[src/rtl/csr_trap_sequencer_if.sv]
// Renamer <-> trap sequencer <-> CSRRF bundle: request handshake, CSR read snapshot,
// CSR write strobes and the front-end redirect.
interface csr_trap_sequencer_if #(
    parameter int unsigned XLEN    = 64,
    parameter int unsigned CAUSE_W = 6
);
    logic               req_valid;
    logic               req_ready;
    logic [1:0]         req_kind;
    logic [CAUSE_W-1:0] req_cause;
    logic [XLEN-1:0]    req_pc;
    logic [XLEN-1:0]    req_tval;
    logic [1:0]         cur_priv;

    logic [XLEN-1:0]    medeleg_rdata;
    logic [XLEN-1:0]    mideleg_rdata;
    logic [XLEN-1:0]    mstatus_rdata;
    logic [XLEN-1:0]    mtvec_rdata;
    logic [XLEN-1:0]    stvec_rdata;
    logic [XLEN-1:0]    mepc_rdata;
    logic [XLEN-1:0]    sepc_rdata;

    logic               mepc_we;
    logic               mcause_we;
    logic               mtval_we;
    logic               mstatus_we;
    logic               sepc_we;
    logic               scause_we;
    logic               stval_we;
    logic [XLEN-1:0]    mepc_wdata;
    logic [XLEN-1:0]    mcause_wdata;
    logic [XLEN-1:0]    mtval_wdata;
    logic [XLEN-1:0]    mstatus_wdata;
    logic [XLEN-1:0]    sepc_wdata;
    logic [XLEN-1:0]    scause_wdata;
    logic [XLEN-1:0]    stval_wdata;

    logic               redir_valid;
    logic [XLEN-1:0]    redir_pc;
    logic [1:0]         redir_priv;

    modport master (
        output req_valid, req_kind, req_cause, req_pc, req_tval, cur_priv,
        output medeleg_rdata, mideleg_rdata, mstatus_rdata, mtvec_rdata,
        output stvec_rdata, mepc_rdata, sepc_rdata,
        input  req_ready,
        input  mepc_we, mcause_we, mtval_we, mstatus_we, sepc_we, scause_we, stval_we,
        input  mepc_wdata, mcause_wdata, mtval_wdata, mstatus_wdata,
        input  sepc_wdata, scause_wdata, stval_wdata,
        input  redir_valid, redir_pc, redir_priv
    );

    modport slave (
        input  req_valid, req_kind, req_cause, req_pc, req_tval, cur_priv,
        input  medeleg_rdata, mideleg_rdata, mstatus_rdata, mtvec_rdata,
        input  stvec_rdata, mepc_rdata, sepc_rdata,
        output req_ready,
        output mepc_we, mcause_we, mtval_we, mstatus_we, sepc_we, scause_we, stval_we,
        output mepc_wdata, mcause_wdata, mtval_wdata, mstatus_wdata,
        output sepc_wdata, scause_wdata, stval_wdata,
        output redir_valid, redir_pc, redir_priv
    );
endinterface

[src/rtl/csr_trap_sequencer.sv]
// Sequences one trap/xRET request at a time into CSR write strobes (WRITE cycle)
// and a front-end redirect pulse (REDIR cycle).
module csr_trap_sequencer #(
    parameter int unsigned XLEN    = 64,
    parameter int unsigned CAUSE_W = 6
) (
    input  logic                clk,
    input  logic                rst_n,
    csr_trap_sequencer_if.slave csr_bus
);
    localparam logic [1:0] ST_IDLE   = 2'd0;
    localparam logic [1:0] ST_DECIDE = 2'd1;
    localparam logic [1:0] ST_WRITE  = 2'd2;
    localparam logic [1:0] ST_REDIR  = 2'd3;

    localparam logic [1:0] KIND_EXC  = 2'd0;
    localparam logic [1:0] KIND_INT  = 2'd1;
    localparam logic [1:0] KIND_MRET = 2'd2;
    localparam logic [1:0] KIND_SRET = 2'd3;

    localparam logic [1:0] PRIV_S = 2'd1;
    localparam logic [1:0] PRIV_M = 2'd3;

    localparam int unsigned NCSR        = 7;
    localparam int unsigned CSR_MEPC    = 0;
    localparam int unsigned CSR_MCAUSE  = 1;
    localparam int unsigned CSR_MTVAL   = 2;
    localparam int unsigned CSR_MSTATUS = 3;
    localparam int unsigned CSR_SEPC    = 4;
    localparam int unsigned CSR_SCAUSE  = 5;
    localparam int unsigned CSR_STVAL   = 6;

    localparam int unsigned MS_SIE  = 1;
    localparam int unsigned MS_MIE  = 3;
    localparam int unsigned MS_SPIE = 5;
    localparam int unsigned MS_MPIE = 7;
    localparam int unsigned MS_SPP  = 8;
    localparam int unsigned MS_MPP  = 11;
    localparam int unsigned MS_MPRV = 17;

    logic [1:0]                 state_q, state_d;
    logic                       ready_q, ready_d;
    logic                       deleg_q, deleg_d;
    logic [NCSR-1:0]            we_q, we_d;
    logic [NCSR-1:0][XLEN-1:0]  wdata_q, wdata_d;
    logic                       redir_valid_q, redir_valid_d;
    logic [XLEN-1:0]            redir_pc_q, redir_pc_d;
    logic [1:0]                 redir_priv_q, redir_priv_d;

    logic [1:0]         kind_q;
    logic [CAUSE_W-1:0] cause_q;
    logic [XLEN-1:0]    pc_q, tval_q;
    logic [1:0]         priv_q;
    logic [XLEN-1:0]    medeleg_q, mideleg_q, mstatus_q, mtvec_q, stvec_q, mepc_q, sepc_q;

    logic               accept_c;
    logic               is_int_c;
    logic               deleg_c;
    logic [XLEN-1:0]    epc_c, cause_word_c, tval_c, mstatus_c;
    logic [XLEN-1:0]    tvec_c, base_c, trap_pc_c;

    assign accept_c = (state_q == ST_IDLE) && csr_bus.req_valid;

    // Snapshot of the request and the CSR view it was issued against.
    always_ff @(posedge clk or negedge rst_n) begin
        if (!rst_n) begin
            kind_q    <= KIND_EXC;
            cause_q   <= '0;
            pc_q      <= '0;
            tval_q    <= '0;
            priv_q    <= PRIV_M;
            medeleg_q <= '0;
            mideleg_q <= '0;
            mstatus_q <= '0;
            mtvec_q   <= '0;
            stvec_q   <= '0;
            mepc_q    <= '0;
            sepc_q    <= '0;
        end else if (accept_c) begin
            kind_q    <= csr_bus.req_kind;
            cause_q   <= csr_bus.req_cause;
            pc_q      <= csr_bus.req_pc;
            tval_q    <= csr_bus.req_tval;
            priv_q    <= csr_bus.cur_priv;
            medeleg_q <= csr_bus.medeleg_rdata;
            mideleg_q <= csr_bus.mideleg_rdata;
            mstatus_q <= csr_bus.mstatus_rdata;
            mtvec_q   <= csr_bus.mtvec_rdata;
            stvec_q   <= csr_bus.stvec_rdata;
            mepc_q    <= csr_bus.mepc_rdata;
            sepc_q    <= csr_bus.sepc_rdata;
        end
    end

    // Trap/return arithmetic on the snapshot.
    always_comb begin
        is_int_c = (kind_q == KIND_INT);
        deleg_c  = (priv_q != PRIV_M) &&
                   (is_int_c ? mideleg_q[cause_q] : medeleg_q[cause_q]);
        epc_c    = pc_q & ~XLEN'(1);
        cause_word_c = XLEN'(cause_q);
        cause_word_c[XLEN-1] = is_int_c;
        tval_c   = (kind_q == KIND_EXC) ? tval_q : '0;

        mstatus_c = mstatus_q;
        case (kind_q)
            KIND_MRET: begin
                mstatus_c[MS_MIE]     = mstatus_q[MS_MPIE];
                mstatus_c[MS_MPIE]    = 1'b1;
                mstatus_c[MS_MPP +: 2] = 2'b00;
                if (mstatus_q[MS_MPP +: 2] != PRIV_M) begin
                    mstatus_c[MS_MPRV] = 1'b0;
                end
            end
            KIND_SRET: begin
                mstatus_c[MS_SIE]  = mstatus_q[MS_SPIE];
                mstatus_c[MS_SPIE] = 1'b1;
                mstatus_c[MS_SPP]  = 1'b0;
                mstatus_c[MS_MPRV] = 1'b0;
            end
            default: begin
                if (deleg_c) begin
                    mstatus_c[MS_SPIE] = mstatus_q[MS_SIE];
                    mstatus_c[MS_SIE]  = 1'b0;
                    mstatus_c[MS_SPP]  = priv_q[0];
                end else begin
                    mstatus_c[MS_MPIE]     = mstatus_q[MS_MIE];
                    mstatus_c[MS_MIE]      = 1'b0;
                    mstatus_c[MS_MPP +: 2] = priv_q;
                end
            end
        endcase

        // tvec modes 2/3 fall back to direct; vector offset wraps at XLEN.
        tvec_c    = deleg_q ? stvec_q : mtvec_q;
        base_c    = tvec_c & ~XLEN'(3);
        trap_pc_c = ((tvec_c[1:0] == 2'b01) && is_int_c) ?
                    base_c + (XLEN'(cause_q) << 2) : base_c;
    end

    always_ff @(posedge clk or negedge rst_n) begin
        if (!rst_n) begin
            state_q       <= ST_IDLE;
            ready_q       <= 1'b1;
            deleg_q       <= 1'b0;
            we_q          <= '0;
            wdata_q       <= '0;
            redir_valid_q <= 1'b0;
            redir_pc_q    <= '0;
            redir_priv_q  <= PRIV_M;
        end else begin
            state_q       <= state_d;
            ready_q       <= ready_d;
            deleg_q       <= deleg_d;
            we_q          <= we_d;
            wdata_q       <= wdata_d;
            redir_valid_q <= redir_valid_d;
            redir_pc_q    <= redir_pc_d;
            redir_priv_q  <= redir_priv_d;
        end
    end

    // Next state; strobes and redirect are loaded one edge ahead so they are registered.
    always_comb begin
        state_d       = state_q;
        ready_d       = ready_q;
        deleg_d       = deleg_q;
        we_d          = '0;
        wdata_d       = wdata_q;
        redir_valid_d = 1'b0;
        redir_pc_d    = redir_pc_q;
        redir_priv_d  = redir_priv_q;

        case (state_q)
            ST_IDLE: begin
                if (accept_c) begin
                    state_d = ST_DECIDE;
                    ready_d = 1'b0;
                end
            end
            ST_DECIDE: begin
                state_d = ST_WRITE;
                deleg_d = deleg_c;
                we_d[CSR_MSTATUS]    = 1'b1;
                wdata_d[CSR_MSTATUS] = mstatus_c;
                if (!kind_q[1]) begin
                    if (deleg_c) begin
                        we_d[CSR_SEPC]      = 1'b1;
                        we_d[CSR_SCAUSE]    = 1'b1;
                        we_d[CSR_STVAL]     = 1'b1;
                        wdata_d[CSR_SEPC]   = epc_c;
                        wdata_d[CSR_SCAUSE] = cause_word_c;
                        wdata_d[CSR_STVAL]  = tval_c;
                    end else begin
                        we_d[CSR_MEPC]      = 1'b1;
                        we_d[CSR_MCAUSE]    = 1'b1;
                        we_d[CSR_MTVAL]     = 1'b1;
                        wdata_d[CSR_MEPC]   = epc_c;
                        wdata_d[CSR_MCAUSE] = cause_word_c;
                        wdata_d[CSR_MTVAL]  = tval_c;
                    end
                end
            end
            ST_WRITE: begin
                state_d       = ST_REDIR;
                redir_valid_d = 1'b1;
                case (kind_q)
                    KIND_MRET: begin
                        redir_pc_d   = mepc_q & ~XLEN'(1);
                        redir_priv_d = mstatus_q[MS_MPP +: 2];
                    end
                    KIND_SRET: begin
                        redir_pc_d   = sepc_q & ~XLEN'(1);
                        redir_priv_d = {1'b0, mstatus_q[MS_SPP]};
                    end
                    default: begin
                        redir_pc_d   = trap_pc_c;
                        redir_priv_d = deleg_q ? PRIV_S : PRIV_M;
                    end
                endcase
            end
            default: begin
                state_d = ST_IDLE;
                ready_d = 1'b1;
            end
        endcase
    end

    assign csr_bus.req_ready     = ready_q;
    assign csr_bus.mepc_we       = we_q[CSR_MEPC];
    assign csr_bus.mcause_we     = we_q[CSR_MCAUSE];
    assign csr_bus.mtval_we      = we_q[CSR_MTVAL];
    assign csr_bus.mstatus_we    = we_q[CSR_MSTATUS];
    assign csr_bus.sepc_we       = we_q[CSR_SEPC];
    assign csr_bus.scause_we     = we_q[CSR_SCAUSE];
    assign csr_bus.stval_we      = we_q[CSR_STVAL];
    assign csr_bus.mepc_wdata    = wdata_q[CSR_MEPC];
    assign csr_bus.mcause_wdata  = wdata_q[CSR_MCAUSE];
    assign csr_bus.mtval_wdata   = wdata_q[CSR_MTVAL];
    assign csr_bus.mstatus_wdata = wdata_q[CSR_MSTATUS];
    assign csr_bus.sepc_wdata    = wdata_q[CSR_SEPC];
    assign csr_bus.scause_wdata  = wdata_q[CSR_SCAUSE];
    assign csr_bus.stval_wdata   = wdata_q[CSR_STVAL];
    assign csr_bus.redir_valid   = redir_valid_q;
    assign csr_bus.redir_pc      = redir_pc_q;
    assign csr_bus.redir_priv    = redir_priv_q;
endmodule
[src/flat_wrapper.sv]
// flat-port wrapper written by rule: the top's interface ports become plain ports
module csr_trap_sequencer_flat 
#(
    parameter int unsigned XLEN    = 64,
    parameter int unsigned CAUSE_W = 6
)
  (clk, rst_n, csr_bus_req_valid, csr_bus_req_kind, csr_bus_req_cause, csr_bus_req_pc, csr_bus_req_tval, csr_bus_cur_priv, csr_bus_medeleg_rdata, csr_bus_mideleg_rdata, csr_bus_mstatus_rdata, csr_bus_mtvec_rdata, csr_bus_stvec_rdata, csr_bus_mepc_rdata, csr_bus_sepc_rdata, csr_bus_req_ready, csr_bus_mepc_we, csr_bus_mcause_we, csr_bus_mtval_we, csr_bus_mstatus_we, csr_bus_sepc_we, csr_bus_scause_we, csr_bus_stval_we, csr_bus_mepc_wdata, csr_bus_mcause_wdata, csr_bus_mtval_wdata, csr_bus_mstatus_wdata, csr_bus_sepc_wdata, csr_bus_scause_wdata, csr_bus_stval_wdata, csr_bus_redir_valid, csr_bus_redir_pc, csr_bus_redir_priv);
  csr_trap_sequencer_if #(.XLEN(XLEN), .CAUSE_W(CAUSE_W)) csr_bus_i ();
  input  logic clk;
  input  logic rst_n;
  input wire logic [$bits(csr_bus_i.req_valid)-1:0] csr_bus_req_valid;
  input wire logic [$bits(csr_bus_i.req_kind)-1:0] csr_bus_req_kind;
  input wire logic [$bits(csr_bus_i.req_cause)-1:0] csr_bus_req_cause;
  input wire logic [$bits(csr_bus_i.req_pc)-1:0] csr_bus_req_pc;
  input wire logic [$bits(csr_bus_i.req_tval)-1:0] csr_bus_req_tval;
  input wire logic [$bits(csr_bus_i.cur_priv)-1:0] csr_bus_cur_priv;
  input wire logic [$bits(csr_bus_i.medeleg_rdata)-1:0] csr_bus_medeleg_rdata;
  input wire logic [$bits(csr_bus_i.mideleg_rdata)-1:0] csr_bus_mideleg_rdata;
  input wire logic [$bits(csr_bus_i.mstatus_rdata)-1:0] csr_bus_mstatus_rdata;
  input wire logic [$bits(csr_bus_i.mtvec_rdata)-1:0] csr_bus_mtvec_rdata;
  input wire logic [$bits(csr_bus_i.stvec_rdata)-1:0] csr_bus_stvec_rdata;
  input wire logic [$bits(csr_bus_i.mepc_rdata)-1:0] csr_bus_mepc_rdata;
  input wire logic [$bits(csr_bus_i.sepc_rdata)-1:0] csr_bus_sepc_rdata;
  output wire logic [$bits(csr_bus_i.req_ready)-1:0] csr_bus_req_ready;
  output wire logic [$bits(csr_bus_i.mepc_we)-1:0] csr_bus_mepc_we;
  output wire logic [$bits(csr_bus_i.mcause_we)-1:0] csr_bus_mcause_we;
  output wire logic [$bits(csr_bus_i.mtval_we)-1:0] csr_bus_mtval_we;
  output wire logic [$bits(csr_bus_i.mstatus_we)-1:0] csr_bus_mstatus_we;
  output wire logic [$bits(csr_bus_i.sepc_we)-1:0] csr_bus_sepc_we;
  output wire logic [$bits(csr_bus_i.scause_we)-1:0] csr_bus_scause_we;
  output wire logic [$bits(csr_bus_i.stval_we)-1:0] csr_bus_stval_we;
  output wire logic [$bits(csr_bus_i.mepc_wdata)-1:0] csr_bus_mepc_wdata;
  output wire logic [$bits(csr_bus_i.mcause_wdata)-1:0] csr_bus_mcause_wdata;
  output wire logic [$bits(csr_bus_i.mtval_wdata)-1:0] csr_bus_mtval_wdata;
  output wire logic [$bits(csr_bus_i.mstatus_wdata)-1:0] csr_bus_mstatus_wdata;
  output wire logic [$bits(csr_bus_i.sepc_wdata)-1:0] csr_bus_sepc_wdata;
  output wire logic [$bits(csr_bus_i.scause_wdata)-1:0] csr_bus_scause_wdata;
  output wire logic [$bits(csr_bus_i.stval_wdata)-1:0] csr_bus_stval_wdata;
  output wire logic [$bits(csr_bus_i.redir_valid)-1:0] csr_bus_redir_valid;
  output wire logic [$bits(csr_bus_i.redir_pc)-1:0] csr_bus_redir_pc;
  output wire logic [$bits(csr_bus_i.redir_priv)-1:0] csr_bus_redir_priv;
  assign csr_bus_i.req_valid = csr_bus_req_valid;
  assign csr_bus_i.req_kind = csr_bus_req_kind;
  assign csr_bus_i.req_cause = csr_bus_req_cause;
  assign csr_bus_i.req_pc = csr_bus_req_pc;
  assign csr_bus_i.req_tval = csr_bus_req_tval;
  assign csr_bus_i.cur_priv = csr_bus_cur_priv;
  assign csr_bus_i.medeleg_rdata = csr_bus_medeleg_rdata;
  assign csr_bus_i.mideleg_rdata = csr_bus_mideleg_rdata;
  assign csr_bus_i.mstatus_rdata = csr_bus_mstatus_rdata;
  assign csr_bus_i.mtvec_rdata = csr_bus_mtvec_rdata;
  assign csr_bus_i.stvec_rdata = csr_bus_stvec_rdata;
  assign csr_bus_i.mepc_rdata = csr_bus_mepc_rdata;
  assign csr_bus_i.sepc_rdata = csr_bus_sepc_rdata;
  assign csr_bus_req_ready = csr_bus_i.req_ready;
  assign csr_bus_mepc_we = csr_bus_i.mepc_we;
  assign csr_bus_mcause_we = csr_bus_i.mcause_we;
  assign csr_bus_mtval_we = csr_bus_i.mtval_we;
  assign csr_bus_mstatus_we = csr_bus_i.mstatus_we;
  assign csr_bus_sepc_we = csr_bus_i.sepc_we;
  assign csr_bus_scause_we = csr_bus_i.scause_we;
  assign csr_bus_stval_we = csr_bus_i.stval_we;
  assign csr_bus_mepc_wdata = csr_bus_i.mepc_wdata;
  assign csr_bus_mcause_wdata = csr_bus_i.mcause_wdata;
  assign csr_bus_mtval_wdata = csr_bus_i.mtval_wdata;
  assign csr_bus_mstatus_wdata = csr_bus_i.mstatus_wdata;
  assign csr_bus_sepc_wdata = csr_bus_i.sepc_wdata;
  assign csr_bus_scause_wdata = csr_bus_i.scause_wdata;
  assign csr_bus_stval_wdata = csr_bus_i.stval_wdata;
  assign csr_bus_redir_valid = csr_bus_i.redir_valid;
  assign csr_bus_redir_pc = csr_bus_i.redir_pc;
  assign csr_bus_redir_priv = csr_bus_i.redir_priv;
  csr_trap_sequencer #(.XLEN(XLEN), .CAUSE_W(CAUSE_W)) u_core (.clk(clk), .rst_n(rst_n), .csr_bus(csr_bus_i));
endmodule
[config.mk]
export PLATFORM = sky130hd
export DESIGN_NAME = csr_trap_sequencer_flat
export DESIGN_NICKNAME = d
export VERILOG_FILES = /design/src/rtl/csr_trap_sequencer_if.sv /design/src/rtl/csr_trap_sequencer.sv /design/src/flat_wrapper.sv
export SDC_FILE = /design/constraint.sdc
export NUM_CORES = 1
export LEC_CHECK = 0
export ABC_AREA = 1
export CORE_AREA = 2 2 437 439
export DETAILED_ROUTE_END_ITERATION = 8
export DIE_AREA = 0 0 439 441
export REMOVE_ABC_BUFFERS = 1
export SYNTH_ARGS = -nofsm -noshare
export SYNTH_HDL_FRONTEND = slang
export SYNTH_SLANG_ARGS = --single-unit
[constraint.sdc]
create_clock -name clk -period 4.2 [get_ports clk]
set_input_delay 0.84 -clock clk [delete_from_list [all_inputs] [get_ports clk]]
set_output_delay 0.84 -clock clk [all_outputs]
set_load 0.005 [all_outputs]
Yosys cells after proc, flatten, opt, wreduce, memory -nomap -nowiden
Index checks and enable logic that the tools add are counted.

word-level totals
  output and inout port bits = 523
  bits of input ports = 589
  flip-flop bits (word level) = 996

operators by class
  eq/ne operators = 9
  bitwise logic cells = 3
  add/subtract/negate cells = 1
  reduce and logical (&&, ||, !) cells = 9
  multiplexer cells = 35
  magnitude comparators = 1

operators by type and width
  operator                                            number
  2-to-1 mux 64 bit                                   3
  one-hot mux 64 bit (2 select lines)                 1
  adder 64 x 8 -> 64 bit                              1
  one-hot mux 1 bit (2 select lines)                  7
  binary-select mux 1 bit (select 6 bit)              2
  2-to-1 mux 3 bit                                    4
  2-to-1 mux 1 bit                                    11
  one-hot mux 2 bit (2 select lines)                  2
  < comparator 6 x 7 -> 1 bit, second input constant  1
  2-to-1 mux 7 bit                                    1
  == test 2 x 1 -> 1 bit, second input constant       3
  == test 2 bit, second input constant                3
  2-to-1 mux 2 bit                                    3
  one-hot mux 2 bit (3 select lines)                  1
  AND reduction 3 bit                                 2
  logical NOT 2 bit                                   2
  != test 2 bit, second input constant                2
  logical AND 1 bit                                   3
  inverter 1 bit                                      3
  != test 2 x 1 -> 1 bit, second input constant       1
  AND reduction 2 bit                                 1
  OR reduction 2 bit                                  1

Logic depth before layout (Yosys ltp)
Gate-level depths: netlist of the first run.

  word-level depth = 7
  mapped depth = 23
  depth with buffers taken out = 20

Worst setup path before layout of the first run
Ideal clock, no wire load.

  path kind = register to register
  from = register u_core.deleg_q
  to = register u_core.redir_pc_q[38] (netlist: u_core.csr_bus.redir_pc[38])
  library setup time = 129 ps
  required time = 4,071 ps
  clock period less this slack = 3,180 ps
  slack = 1,020 ps
  cell stages (with the launch flop) = 23
  arrival = 3,051 ps
  cell sequence = dfrtp_1 > buf_6 > buf_6 > buf_4 > buf_2 > buf_2 > o21ai_0 > inv_1 > ha_1 > fa_1 > nand3_1 > nand2_1 > nand3_1 > nand2_1 > nand2_1 > nor2_2 > nand2_1 > inv_1 > nand2_1 > inv_2 > or2_2 > nand3_1 > a21oi_1

on the way
  cells in the longest elaborated chain, start to end = 5

RTL lines
  item                                                                            RTL line                   RTL
  start: declaration                                                              csr_trap_sequencer.sv:43   logic deleg_q, deleg_d;
  start signal: assignment                                                        csr_trap_sequencer.sv:154  deleg_q <= deleg_d;
  2-to-1 mux 64 bit *                                                             csr_trap_sequencer.sv:135  tvec_c = deleg_q ? stvec_q : mtvec_q;
  parallel branches: the longest is 2 deep, another holds adder 64 x 8 -> 64 bit  -
  2-to-1 mux 64 bit *                                                             csr_trap_sequencer.sv:137  trap_pc_c = ((tvec_c[1:0] == 2'b01) && is_int_c) ?
  one-hot mux 64 bit (2 select lines) *                                           csr_trap_sequencer.sv:207  case (kind_q)
  end signal: assignment                                                          csr_trap_sequencer.sv:158  redir_pc_q <= redir_pc_d;
  end: declaration                                                                csr_trap_sequencer.sv:47   logic [XLEN-1:0] redir_pc_q, redir_pc_d;

Mark *: on every way between the ends.
A chain may end at the register's enable or synchronous reset.

Final worst setup path of the first run
  from = register u_core.deleg_q
  to = register u_core.redir_pc_q[55] (netlist: u_core.csr_bus.redir_pc[55])

Same word-level chain as after synthesis.

==> results of run 1 <==
## metal layers
metal  vias up  track usage  share of wire
li1      15800            -              -
met1     17100        0.218           0.40
met2      1246        0.289           0.49
met3       324       0.0396          0.063
met4        44       0.0916          0.044
met5         -            0         0.0016
## synthesized netlist by cell type, types with 2 or more instances
| cell type | instances |
|---|---|
| dfrtp_1 | 983 |
| nand2_1 | 850 |
| mux2_2 | 383 |
| nor2_1 | 358 |
| inv_1 | 292 |
| a21oi_1 | 279 |
| o21ai_0 | 204 |
| nand3_1 | 185 |
| o21ai_1 | 157 |
| buf_4 | 139 |
| clkbuf_1 | 137 |
| a221oi_1 | 60 |
| buf_6 | 38 |
| buf_2 | 30 |
| nand4_1 | 16 |
| buf_1 | 13 |
| or2_2 | 13 |
| nor2_2 | 12 |
| ha_1 | 10 |
| nor3_1 | 10 |
| nand3b_1 | 9 |
| inv_2 | 8 |
| nand2_2 | 7 |
| o21ai_2 | 7 |
| nor3_2 | 6 |
| a31oi_1 | 5 |
| dfstp_2 | 5 |
| nor2_4 | 5 |
| o211ai_1 | 5 |
| o22ai_1 | 5 |
| clkbuf_2 | 4 |
| nand3_2 | 4 |
| xor2_1 | 3 |
| nand3_4 | 2 |
| nor4_1 | 2 |
| nor4_2 | 2 |
| o21a_1 | 2 |
| o221ai_1 | 2 |
## final cells by class
type / instances / area [µm²]
inverters: 300 / 1130
clock inverters: 41 / 593
clock buffers: 167 / 3280
diodes: 42 / 105
well taps: 2511 / 3140
flip-flops and latches: 988 / 24700
fillers: 19400 / 130000
multi-input cells: 2731 / 15100
repair buffers: 1081 / 11000
## power groups by stage
stage / registers [mW] / clock network [mW] / logic, mW
floorplan: 15.8 / 0 / 8.42
global placement: 16.4 / 0 / 18.1
detailed placement: 16.6 / 0 / 18.4
CTS: 16.5 / 10.6 / 18.4
global route: 17.0 / 11.0 / 19.9
finish: 16.5 / 10.4 / 18.1
## state kept, by name, summed over array words and instances (netlist names), 2 cells and up
signal,count
u_core.we_q,3
u_core.csr_bus.sepc_wdata,63
u_core.tval_q,64
u_core.csr_bus.mstatus_wdata,64
u_core.mstatus_q,64
u_core.csr_bus.mtval_wdata,64
u_core.csr_bus.mepc_wdata,63
u_core.stvec_q,64
u_core.csr_bus.redir_pc,63
u_core.medeleg_q,64
u_core.csr_bus.scause_wdata,7
u_core.cause_q,6
u_core.pc_q,63
u_core.csr_bus.mcause_wdata,7
u_core.mepc_q,63
u_core.kind_q,2
u_core.csr_bus.redir_priv,2
u_core.sepc_q,63
u_core.csr_bus.stval_wdata,64
u_core.state_q,2
u_core.mideleg_q,64
u_core.priv_q,2
u_core.mtvec_q,64
## worst max-delay path: stages (launching register included)
cell and delay [ns]:
dfrtp_4 0.48, inv_1 0.11, or2_2 0.29, o21ai_0 0.11, inv_1 0.12, ha_1 0.29, nand3_1 0.07, nand2_1 0.11
nand2_1 0.06, nor2_1 0.15, nand2_1 0.07, nand2_1 0.17, nand3_1 0.15, nor2_2 0.27, nand2_1 0.17, nor2_1 0.32
nand2_1 0.10, nand2_1 0.07, nand3_1 0.14, a21oi_1 0.20
## worst paths after layout
check / startpoint / endpoint / slack [ns] / cells past startpoint
hold reg to reg: u_core.mstatus_q[4]$_DFFE_PN0P_ / u_core.csr_bus.mstatus_wdata[4]$_DFFE_PN0P_ / 0.46 / 2
setup reg to reg: u_core.deleg_q$_DFFE_PN0P_ / u_core.csr_bus.redir_pc[55]$_DFFE_PN0P_ / 0.67 / 19
min in group clk: u_core.mstatus_q[4]$_DFFE_PN0P_ / u_core.csr_bus.mstatus_wdata[4]$_DFFE_PN0P_ / 0.46 / 2
hold / removal: rst_n / u_core.tval_q[24]$_DFFE_PN0P_ / 0.13 / 1
setup / recovery: u_core.deleg_q$_DFFE_PN0P_ / u_core.csr_bus.redir_pc[55]$_DFFE_PN0P_ / 0.67 / 19
max in group asynchronous: rst_n / u_core.csr_bus.mcause_wdata[0]$_DFFE_PN0P_ / 2.89 / 3
## metrics by stage
stage                     hold slack [ns]  setup TNS (ns)  power, mW  area (µm²)  std cells
final                               0.129               0       45.0       59100       7861
after global routing                0.124               0       47.9       59000       7859
after CTS                          0.0953               0       45.5       58900       7819
after detailed placement            0.456               0       34.9       55100       7611
after global placement              0.455               0       34.5       55100       7611
after floorplan                     0.443        -7513.02       24.2       40900       4019
## cells by family after synthesis
| kind of cell | count (synthesis) |
|---|---|
| other cells | 1 |
| mux | 384 |
| buf+inv | 661 |
| simple gates | 1485 |
| flops | 988 |
| fa+ha+maj | 11 |
| xor+xnor | 4 |
| compound gates | 730 |
==> run_results.csv, run 1 <==
group,metric,value,unit
run_status,status,"finished clean",
layout,area_growth,38.4,%
die,rows,160,
clock_network,cts_max_path_buffers,3,
route,wire_per_inst,22.6,µm
global_route,grt-ovfl-total,0,
die,ioPinCount,1112,
placement,dp_hpwl,135000,µm
clock_network,cts_max_level,3,
pwr,p_int,28.0,mW
yosys,syn_area,0.0427,mm²
timing,slew_headroom,0.320,
yosys,synth_area_leaders,"dfrtp_1 (58%), mux2_2 (10%), nand2_1 (7.5%)",
yosys,yosys.area_share.adder,0.00340,
yosys,seq_area_frac_synth,0.579,
clock_network,clk_latency,0.78,ns
global_route,antenna_found_initial,97,
timing,slew_viol_final,0,
clock_network,cts_root_buf,"clkbuf_16",
yosys,synth-simple-area-share,0.144,
pwr,leakagePower,25.8,nW
timing,max_freq,0.283,GHz
layout,layout.nets,5814,
layout,layout_common_cells,"clkdlybuf4s50_1 (990), dfrtp_1 (980), nand2_1 (849)",
yosys,ys_types,50,
pwr,p_per_area,762,mW/mm²
pwr,switching_share,0.378,
yosys,avgSynthCellArea,10.0,µm²
yosys,synth_flop_cell,"dfrtp_1",
layout,final_core_util,0.312,
worst_setup_path,critPathKind,"reg -> reg",
pwr,clockPowerShare,0.230,
worst_setup_path,cp_max_fo,9,
global_route,gr-usage-all-layers,0.177,
timing,clock_skew,0.0514,ns
worst_setup_path,crit_required,4.88,ns
layout,drive_above_1_share,0.139,
clock_network,clk_pin_slew,0.06,ns
pwr,p_sw,17.0,mW
die,fp.dieW,439,µm
clock_network,cts_resized,0,
yosys,synth_warnings,0,
route,drt_iter0_drc,2553,
timing,period_share,0.841,
yosys,synth_edf_count,0,
die,core-area,0.189,mm²
yosys,synth_top_family_by_area,"simple AND/OR/NAND/NOR gates",
placement,gp_congestion,0.914,
clock_network,clock-sinks,988,
route,via_per_inst,4.38,
timing,period_needed,3.53,ns
timing,hold_viol_final,0,
placement,port-buffer-count,991,
pwr,seq_power_share,0.367,
route,route.detailed.drc,0,
pwr,ir_drop,389,µV
yosys,yosysTopAreaCell,"dfrtp_1",
clock_network,cts_hold_buf,0,
pwr,combinationalPowerShare,0.403,
yosys,syn_inst,4264,
placement,preCtsSetupSlack,0.608,ns
hold_path,hp-class,"in -> async",
clock_network,cts_buffers,112,
yosys,synth-compound-area-share,0.0927,
worst_setup_path,crit_arrival,4.21,ns
route,drt_wl_total,177000,µm
route,antenna_left,0,
yosys,synth-xor-area-share,0.000821,
timing,fin_ws,0.669,ns
timing,rsz0062_at_grt,"no",
global_route,first_global_vias,33600,
clock_network,post_cts_buffers,0,
global_route,grt_max_degree,124,
yosys,synth_top_area_share,0.576,
worst_setup_path,start_kind,"register",
timing,setup_viol,0,
die,dieArea,0.194,mm²
run,drv_cap,0,
timing,worst_pin_slew,1.02,ns
route,first_pass_iters,6,
yosys,synthMuxAreaShare,0.101,
die,die_h,441,µm
worst_setup_path,endpoint_kind,"register",
global_route,grt_pass1_wl,247000,µm
yosys,ys_ff_latch,988,
layout,layout_commonest_cell,"clkdlybuf4s50_1",
die,start_util,0.226,
yosys,synthArstFlopShare,1.00,
clock_network,cts_tree,"yes",
route,vias,34400,
Note: power is estimated with default switching activity, not from simulation.
==> inputs of run 2 (changes only) <==
Clock period 4.2 ns to 3.66 ns, I/O delays scaled along.
==> run 2 against run 1 <==
Via count grew 0.73%. First-iteration DRC count down 2.6%. Register-to-register slack got worse by 0.40 ns. Global-route usage up 0.18 points. Cell count grew 0.22%. Sequential share of layout area fell by 0.12 points. Highest routed layer unchanged. Clock skew up 0.026 ns. Non-clock buffer count increased by 20. Critical path type unchanged. Critical path depth up 1. Largest power group unchanged.
==> run_results.csv, run 2 (synthesis gave the netlist of run 1 again) <==
group,metric,value,unit
worst_setup_path,endpoint_kind,"register",
die,ioPinCount,1112,
clock_network,cts_tree,"yes",
layout,layout_commonest_cell,"clkdlybuf4s50_1",
layout,register_area,0.0247,mm²
worst_setup_path,start_kind,"register",
timing,rsz0062_at_grt,"no",
die,dieArea,0.194,mm²
global_route,grt-ovfl-total,0,
placement,gp_congestion,0.937,
pwr,clockPowerShare,0.230,
pwr,p_per_area,877,mW/mm²
pwr,switching_share,0.377,
pwr,combinationalPowerShare,0.403,
timing,hold_viol_final,0,
layout,layoutNonFillerInstCount,7878,
timing,period_needed,3.39,ns
timing,clock_skew,0.0772,ns
layout,multi_input_area,0.0151,mm²
clock_network,clk_latency,0.78,ns
pwr,ir_drop,472,µV
global_route,gr-usage-all-layers,0.179,
layout,drive_above_1_share,0.144,
timing,period_share,0.928,
pwr,leakagePower,26.0,nW
clock_network,cts_max_path_buffers,3,
die,rows,160,
worst_setup_path,crit_arrival,4.04,ns
worst_setup_path,r2r_cells,20,
global_route,grt_pass1_wl,249000,µm
timing,max_freq,0.295,GHz
clock_network,clk_pin_slew,0.06,ns
timing,slew_viol_final,0,
hold_path,hp-class,"in -> async",
timing,worst_pin_slew,0.902,ns
placement,port-buffer-count,991,
timing,tns,0,ns
die,start_util,0.226,
global_route,first_global_vias,33900,
timing,slew_headroom,0.392,
timing,setup_viol,0,
die,die_h,441,µm
layout,fin_area,0.0592,mm²
clock_network,clock-sinks,988,
run,drv_cap,0,
clock_network,cts_buffers,113,
route,wire_per_inst,22.7,µm
pwr,p_sw,19.6,mW
clock_network,cts_hold_buf,0,
route,vias,34700,
clock_network,cts_max_level,3,
route,route.detailed.drc,0,
layout,layout_common_cells,"clkdlybuf4s50_1 (990), dfrtp_1 (980), nand2_1 (849)",
route,antenna_left,0,
placement,dp_hpwl,137000,µm
placement,place_area,0.0552,mm²
route,drt_wl_total,179000,µm
clock_network,cts_root_buf,"clkbuf_16",
route,via_per_inst,4.40,
die,core-area,0.189,mm²
pwr,seq_power_share,0.367,
layout,num-fill-cells,19500,
global_route,antenna_found_initial,97,
layout,area_growth,38.8,%
route,first_pass_iters,5,
worst_setup_path,crit_required,4.31,ns
global_route,grt_max_degree,117,
run_status,status,"finished clean",
die,fp.dieW,439,µm
placement,dp.cells,7631,
pwr,p_int,32.4,mW
worst_setup_path,critPathKind,"reg -> reg",
layout,layout.nets,5835,
worst_setup_path,cp_max_fo,11,
route,drt_iter0_drc,2486,
-- run 2: cell types whose count changed in the layout (fill, tap and decap cells not counted), moves of 2 or more --
cell,previous run,this run
inv_16,3,1
inv_6,4,7
clkinvlp_4,8,2
clkbuf_1,28,18
inv_8,0,2
buf_4,60,80
clkinv_2,12,19
-- run 2: area by class of cell --
type,instances,share of cell area
diodes,41,0.00173
clock buffers,159,0.0554
clock inverters,47,0.0104
inverters,300,0.0190
multi-input cells,2731,0.255
flip-flops and latches,988,0.418
well taps,2511,0.0530
repair buffers,1101,0.188
-- run 2: per-layer routing --
layer / up-vias / global-route usage / wire length [µm] / part of all wire
li1: 15800 / - / - / -
met1: 17300 / 0.213 / 69500 / 0.39
met2: 1226 / 0.296 / 88100 / 0.49
met3: 353 / 0.0506 / 13100 / 0.073
met4: 60 / 0.0852 / 7670 / 0.043
met5: - / 0 / 372 / 0.0021
-- run 2: repair_timing --
action,in CTS,in global routing
setup buffers,0,0
resized for setup,0,1
endpoints found under the setup margin,0,2
-- run 2: final timing paths --
| check | start | to | slack [ns] |
|---|---|---|---|
| min | rst_n | u_core.mideleg_q[47]$_DFFE_PN0P_ | 0.05 |
| max in group asynchronous | rst_n | u_core.csr_bus.mepc_wdata[57]$_DFFE_PN0P_ | 2.44 |
| max reg2reg | u_core.deleg_q$_DFFE_PN0P_ | u_core.csr_bus.redir_pc[38]$_DFFE_PN0P_ | 0.27 |
| min reg2reg | u_core.mstatus_q[13]$_DFFE_PN0P_ | u_core.csr_bus.mstatus_wdata[13]$_DFFE_PN0P_ | 0.47 |
| min in group clk | u_core.mstatus_q[13]$_DFFE_PN0P_ | u_core.csr_bus.mstatus_wdata[13]$_DFFE_PN0P_ | 0.47 |
| max | u_core.deleg_q$_DFFE_PN0P_ | u_core.csr_bus.redir_pc[38]$_DFFE_PN0P_ | 0.27 |
-- run 2: worst max-delay path, cell delays in order, from the launching register on --
cell	delay, ns
dfrtp_4	0.49
inv_1	0.11
or2_2	0.27
o21ai_0	0.09
inv_1	0.08
ha_1	0.22
fa_1	0.42
nand3_1	0.11
nand2_1	0.09
nand3_1	0.08
nand2_1	0.12
nand2_1	0.20
nor2_2	0.08
nand2_1	0.12
buf_4	0.14
inv_1	0.07
nand2_1	0.09
inv_2	0.06
or2_2	0.27
nand3_1	0.08
a21oi_1	0.08
-- run 2: stage by stage --
step	util	setup slack, ns	hold WS [ns]	total power [mW]
4_1_cts	0.313	0.277	0.0178	52.5
3_3_place_gp	0.292	0.312	0.450	39.8
3_5_place_dp	0.292	0.300	0.455	40.3
5_1_grt	0.313	0.0150	0.0416	55.3
2_1_floorplan	-	-13.22	0.436	26.5
6_report	0.313	0.265	0.0543	51.9
-- run 2: power by group through the flow --
stage	Clock [mW]	Combinational, mW	Sequential [mW]
after floorplan	0	8.85	17.6
final	11.9	20.9	19.0
after global routing	12.7	23.0	19.6
after CTS	12.3	21.2	19.0
after detailed placement	0	21.2	19.1
after global placement	0	20.9	18.9
